$ cat config.mk
export PLATFORM = sky130hd
export DESIGN_NAME = freq_scan
export DESIGN_NICKNAME = d
export VERILOG_FILES = /design/src/rtl/freq_scan_pkg.sv /design/src/rtl/freq_scan_edge_sync.sv /design/src/rtl/freq_scan.sv
export SDC_FILE = /design/constraint.sdc
export NUM_CORES = 1
export LEC_CHECK = 0
export CORE_UTILIZATION = 55
export DETAILED_ROUTE_END_ITERATION = 10
export HOLD_SLACK_MARGIN = 0.05
export PLACE_DENSITY_LB_ADDON = 0.1
export SLEW_MARGIN = 0
export SYNTH_ARGS = -nofsm -noshare
export SYNTH_HDL_FRONTEND = slang
export SYNTH_SLANG_ARGS = --single-unit
$ cat constraint.sdc
create_clock -name clk_i -period 3.2 [get_ports clk_i]
set_input_delay 0.96 -clock clk_i [delete_from_list [all_inputs] [get_ports clk_i]]
set_output_delay 0.96 -clock clk_i [all_outputs]
set_load 0.01 [all_outputs]
$ cat src/rtl/freq_scan_pkg.sv
// Shared types and defaults for the frequency-scan measurement block.
package freq_scan_pkg;

    // Measurement sequencer states.
    typedef enum logic [1:0] {
        ST_IDLE   = 2'd0,
        ST_SETTLE = 2'd1,
        ST_GATE   = 2'd2,
        ST_HOLD   = 2'd3
    } state_e;

    // 1 ms gate at 50 MHz.
    localparam int DEFAULT_GATE_CYCLES   = 50000;
    // Must stay >= 4 so the synchronizer flushes the previous design's wave.
    localparam int DEFAULT_SETTLE_CYCLES = 8;

    function automatic int max_int(input int a, input int b);
        return (a > b) ? a : b;
    endfunction

endpackage

$ cat src/rtl/freq_scan_edge_sync.sv
// Two-flop synchronizer for an asynchronous wave plus a rising-edge pulse.
module edge_sync (
    input  logic clk_i,
    input  logic srst_i,
    input  logic async_i,
    output logic rise_o
);

    logic sync_q1;
    logic sync_q2;
    logic prev_q;

    // Synchronize the pin and keep one cycle of history for edge detection.
    always_ff @(posedge clk_i) begin
        if (srst_i) begin
            sync_q1 <= 1'b0;
            sync_q2 <= 1'b0;
            prev_q  <= 1'b0;
        end else begin
            sync_q1 <= async_i;
            sync_q2 <= sync_q1;
            prev_q  <= sync_q2;
        end
    end

    assign rise_o = sync_q2 & ~prev_q;

endmodule

$ cat src/rtl/freq_scan.sv
// Drives the design-select code and counts rising edges of the returned wave
// over a fixed gate window; single-design or full-sweep measurements.
module freq_scan
    import freq_scan_pkg::*;
#(
    parameter int NDESIGNS      = 24,
    parameter int DATA_WIDTH    = 16,
    parameter int COUNT_WIDTH   = 24,
    parameter int GATE_CYCLES   = DEFAULT_GATE_CYCLES,
    parameter int SETTLE_CYCLES = DEFAULT_SETTLE_CYCLES
) (
    input  logic                   clk_i,
    input  logic                   srst_i,
    input  logic                   start_i,
    input  logic                   sweep_i,
    input  logic [DATA_WIDTH-1:0]  design_sel_i,
    output logic [DATA_WIDTH-1:0]  select_input_o,
    input  logic                   wave_in_i,
    output logic                   busy_o,
    output logic                   cmd_error_o,
    output logic                   result_valid_o,
    input  logic                   result_ready_i,
    output logic [COUNT_WIDTH-1:0] result_count_o,
    output logic [DATA_WIDTH-1:0]  result_design_o,
    output logic                   result_ovf_o
);

    localparam int TW = $clog2(max_int(GATE_CYCLES, SETTLE_CYCLES) + 1);
    localparam logic [TW-1:0]          SETTLE_LAST = TW'(SETTLE_CYCLES - 1);
    localparam logic [TW-1:0]          GATE_LAST   = TW'(GATE_CYCLES - 1);
    localparam logic [DATA_WIDTH-1:0]  LAST_IDX    = DATA_WIDTH'(NDESIGNS - 1);
    localparam logic [COUNT_WIDTH-1:0] CNT_MAX     = '1;

    state_e                   state_q;
    logic [TW-1:0]            timer_q;
    logic [DATA_WIDTH-1:0]    idx_q;
    logic                     sweep_q;
    logic [COUNT_WIDTH-1:0]   edge_cnt_q;
    logic [COUNT_WIDTH-1:0]   edge_cnt_d;
    logic                     ovf_q;
    logic                     ovf_d;
    logic [DATA_WIDTH-1:0]    select_q;
    logic                     busy_q;
    logic                     cmd_error_q;
    logic                     valid_q;
    logic [COUNT_WIDTH-1:0]   res_count_q;
    logic [DATA_WIDTH-1:0]    res_design_q;
    logic                     res_ovf_q;
    logic                     rise;

    edge_sync u_edge_sync (
        .clk_i   (clk_i),
        .srst_i  (srst_i),
        .async_i (wave_in_i),
        .rise_o  (rise)
    );

    // Saturating edge count; an edge seen at all-ones flags overflow instead.
    always_comb begin
        edge_cnt_d = edge_cnt_q;
        ovf_d      = ovf_q;
        if (rise) begin
            if (edge_cnt_q == CNT_MAX) begin
                ovf_d = 1'b1;
            end else begin
                edge_cnt_d = edge_cnt_q + COUNT_WIDTH'(1);
            end
        end
    end

    // Sequencer: select -> settle -> gate -> hold result until accepted.
    always_ff @(posedge clk_i) begin
        if (srst_i) begin
            state_q      <= ST_IDLE;
            timer_q      <= '0;
            idx_q        <= '0;
            sweep_q      <= 1'b0;
            edge_cnt_q   <= '0;
            ovf_q        <= 1'b0;
            select_q     <= '0;
            busy_q       <= 1'b0;
            cmd_error_q  <= 1'b0;
            valid_q      <= 1'b0;
            res_count_q  <= '0;
            res_design_q <= '0;
            res_ovf_q    <= 1'b0;
        end else begin
            cmd_error_q <= 1'b0;
            case (state_q)
                ST_IDLE: begin
                    edge_cnt_q <= '0;
                    ovf_q      <= 1'b0;
                    if (start_i) begin
                        if (sweep_i) begin
                            idx_q    <= '0;
                            select_q <= '0;
                            sweep_q  <= 1'b1;
                            timer_q  <= '0;
                            busy_q   <= 1'b1;
                            state_q  <= ST_SETTLE;
                        end else if (design_sel_i <= LAST_IDX) begin
                            idx_q    <= design_sel_i;
                            select_q <= design_sel_i;
                            sweep_q  <= 1'b0;
                            timer_q  <= '0;
                            busy_q   <= 1'b1;
                            state_q  <= ST_SETTLE;
                        end else begin
                            cmd_error_q <= 1'b1;
                        end
                    end
                end
                ST_SETTLE: begin
                    // Edges from the mux transition are thrown away here.
                    edge_cnt_q <= '0;
                    ovf_q      <= 1'b0;
                    if (timer_q == SETTLE_LAST) begin
                        timer_q <= '0;
                        state_q <= ST_GATE;
                    end else begin
                        timer_q <= timer_q + TW'(1);
                    end
                end
                ST_GATE: begin
                    edge_cnt_q <= edge_cnt_d;
                    ovf_q      <= ovf_d;
                    if (timer_q == GATE_LAST) begin
                        // Include an edge detected in the final gate cycle.
                        res_count_q  <= edge_cnt_d;
                        res_ovf_q    <= ovf_d;
                        res_design_q <= idx_q;
                        valid_q      <= 1'b1;
                        timer_q      <= '0;
                        state_q      <= ST_HOLD;
                    end else begin
                        timer_q <= timer_q + TW'(1);
                    end
                end
                ST_HOLD: begin
                    if (valid_q && result_ready_i) begin
                        valid_q <= 1'b0;
                        if (!sweep_q || idx_q == LAST_IDX) begin
                            busy_q  <= 1'b0;
                            state_q <= ST_IDLE;
                        end else begin
                            idx_q    <= idx_q + DATA_WIDTH'(1);
                            select_q <= idx_q + DATA_WIDTH'(1);
                            timer_q  <= '0;
                            state_q  <= ST_SETTLE;
                        end
                    end
                end
                default: begin
                    state_q <= ST_IDLE;
                    busy_q  <= 1'b0;
                end
            endcase
        end
    end

    assign select_input_o  = select_q;
    assign busy_o          = busy_q;
    assign cmd_error_o     = cmd_error_q;
    assign result_valid_o  = valid_q;
    assign result_count_o  = res_count_q;
    assign result_design_o = res_design_q;
    assign result_ovf_o    = res_ovf_q;

endmodule

==> metrics.md <==
| Metric | Value |
|---|---|
| Outcome | `completed` |
| Post-CTS Hold Fix Bufs | `0` |
| Number of synthesized flops with an enable pin | `0` |
| Cell taking the most area after synthesis | `dfxtp_1` |
| RSZ-0062 raised after global routing | `false` |
| Leakage | `around 2.1 nW` |
| CP arrival | `roughly 3.3 ns` |
| Die area | `10990 um^2` |
| Least-Margin Pin Slew | `roughly 0.91 ns` |
| H-tree depth | `3` |
| Overflow after GRT | `0` |
| Final HPWL DP | `between 10 and 15 mm` |
| Hold Slack | `approximately 0.45 ns` |
| Max Clk Rate | `between 0.3 and 0.4 GHz` |
| Worst vdd ir | `between 200 and 250 uV` |
| Fraction of layout cells with a size suffix above 1 | `about 6.7%` |
| Die Span X | `104.9 um` |
| Ports | `82` |
| Port Buffers | `between 80 and 90` |
| Period utilisation layout | `92.56%` |
| Total GRT Usage | `30.16%` |
| CTS Buf Count | `9` |
| Hold Vio Cnt, Final | `0` |
| Layout area overhead | `19.70%` |
| Filler instances | `between 900 and 1000` |
| CTS Sinks | `between 100 and 150` |
| Starting Density | `a little under three fifths` |
| Floorplan row count | `37` |
| Router iterations before antenna repair | `5` |
| Cell Area, Synth | `5818 um^2` |
| Max-cap violations | `0` |
| Vias | `between 5000 and 6000` |
| Clock Latency Late Sink | `between 0.3 and 0.4 ns` |
| Core Footprint | `10280 um^2` |
| Post-cts resize count | `0` |
| Ys Warns | `0` |
| Final Skew | `~0.012 ns` |
| Power density of the placed cells | `around 460 nW/um^2` |
| Setup Buffers After CTS | `0` |
| Largest net degree at the start of global routing | `67` |
| DRC viols | `0` |
| Syn nets | `roughly 770` |
| CP Data Required Time | `3.50 ns` |
| Crit start category | `input port` |
| FF+latch count, synth | `around 110` |
| Post-synthesis sequential area ratio | `~37%` |
| Tmin final | `between 2 and 3 ns` |
| Power, Total | `roughly 0.0032 W` |
| Share of the synthesized area in the top cell type | `a little under two fifths` |
| Synth cell types | `65` |
| Initial DRC count | `approximately 490` |
| Placer Congestion | `0.8908` |
| Final Setup Violations | `0` |
| Count leader, synth | `dfxtp_1` |
| First-pass GRT wire length | `between 20 and 30 mm` |
| Routed len/inst | `17.10 um` |
| Slew Viols, Final | `0` |
| Ys flop type | `dfxtp_1` |
| Initial antenna violation count | `0` |
| Routed WL | `approximately 16 mm` |
| Most frequent cells after synthesis | `dfxtp_1 (107), nand2_1 (105), nor2_1 (54), a21oi_1 (43), clkbuf_1 (43)` |
| Vias in the first global route | `between 5000 and 6000` |
| CTS tree | `done` |
| Leading post-synthesis cells by cell area | `dfxtp_1 (37%), nand2_1 (6.8%), a211oi_1 (3.9%), a21oi_1 (3.7%), a31oi_1 (3.5%)` |
| Via density | `6.355` |
| Hold crit path type | `reg -> reg` |
| Ys async rst share | `0%` |
| Gate Count Post-Synth | `between 700 and 800` |
| Area of the multi-input gates | `around 3400 um^2` |
| CP endpoint kind | `flip-flop` |
| Diode count | `0` |
| Layout Utilization | `about two thirds` |
| Clock slew at reported path FFs | `roughly 0.11 ns` |
| Register area | `between 2000 and 2500 um^2` |
| Slew headroom | `roughly two fifths` |
| Largest buffer count on any clock path | `2` |
| Syn avg cell area | `7.894 um^2` |
| Setup TNS | `0 ns` |
| Overall die height | `approximately 100 um` |
| Clk root buf | `clkbuf_8` |
| Worst Setup Path Type | `in -> reg` |
| Post-route ant nets | `0` |
| Final #Nets | `slightly above 800` |
| Max FO, Critical Path | `18` |
power by group:
part	total (W)	switching [W]	internal [W]
Sequential	0.00153	0.000128	0.00140
Clock	0.000807	0.000493	0.000313
Combinational	0.000881	0.000494	0.000387
Total	0.00322	0.00111	0.00210
final timing paths:
check	depth (start not counted)	slack, ns	from	end
setup / recovery	8	0.24	design_sel_i[13]	state_q[0]$_SDFFE_PP0P_
hold / removal	1	0.45	u_edge_sync.sync_q1$_SDFF_PP0_	u_edge_sync.sync_q2$_SDFF_PP0_
setup reg to reg	8	0.59	state_q[0]$_SDFFE_PP0P_	timer_q[10]$_SDFFE_PP0P_
hold reg to reg	1	0.45	u_edge_sync.sync_q1$_SDFF_PP0_	u_edge_sync.sync_q2$_SDFF_PP0_
cell families (layout without fill, tap and decap cells):
| kind of cell | count (synthesis) | after routing | share of synthesized area [%] |
|---|---|---|---|
| compound gates | 203 | 203 | 24.30 |
| xor+xnor | 21 | 21 | 3.161 |
| fa+ha+maj | 9 | 9 | 1.936 |
| flops | 107 | 107 | 36.82 |
| mux | 4 | 4 | 0.6882 |
| simple gates | 323 | 323 | 28.24 |
| buf+inv | 70 | 137 | 4.860 |
through the flow:
stage	area [um^2]	cells	setup WS, ns
2_1_floorplan	5818	737	0.4740
3_3_place_gp	6780	924	-0.06338
3_5_place_dp	6780	924	-0.1399
4_1_cts	6964	940	0.2359
5_1_grt	6964	940	0.005095
6_report	6964	940	0.2381
state kept, by name, summed over array words and instances, names as in the netlist:
signal / count
edge_cnt_q: 24
result_count_o: 24
result_design_o: 16
select_input_o: 16
timer_q: 16
state_q: 2
busy_o: 1
cmd_error_o: 1
ovf_q: 1
result_ovf_o: 1
result_valid_o: 1
sweep_q: 1
u_edge_sync.prev_q: 1
u_edge_sync.sync_q1: 1
u_edge_sync.sync_q2: 1
layer usage:
layer	GRT usage (%)	up-vias	part of all wire, %
li1	-	2872	-
met1	42.69	2861	46
met2	47.78	220	47
met3	3.431	21	5.7
met4	9.960	0	1.6
met5	0	-	0
placed cells by master, fill, tap and decap left out, drive strengths merged, types with 14 or more instances in the layout:
| master | count |
|---|---|
| dfxtp | 107 |
| o211ai | 16 |
| a21oi | 43 |
| nand2 | 105 |
| nor4 | 14 |
| or3 | 15 |
| buf | 27 |
| nand4 | 22 |
| a211oi | 31 |
| o21ai | 26 |
| nor2 | 55 |
| clkdlybuf4s50 | 80 |
| inv | 16 |
| a31oi | 33 |
| xnor2 | 14 |
| nand3 | 33 |
layout make-up:
cell class	instances	share of cell area, %
well taps	136	2.443
multi-input cells	560	48.85
inverters	14	0.7546
clock inverters	6	0.6648
clock buffers	10	1.976
flip-flops and latches	107	30.76
repair buffers	107	14.55
critical path, stage by stage:
cell	delay, ns
clkdlybuf4s50_1	0.43
nor4_1	0.40
a41oi_1	0.34
buf_4	0.25
a211oi_2	0.24
buf_4	0.28
a31oi_1	0.12
a311oi_1	0.24
(Power assumes the default switching activity.)
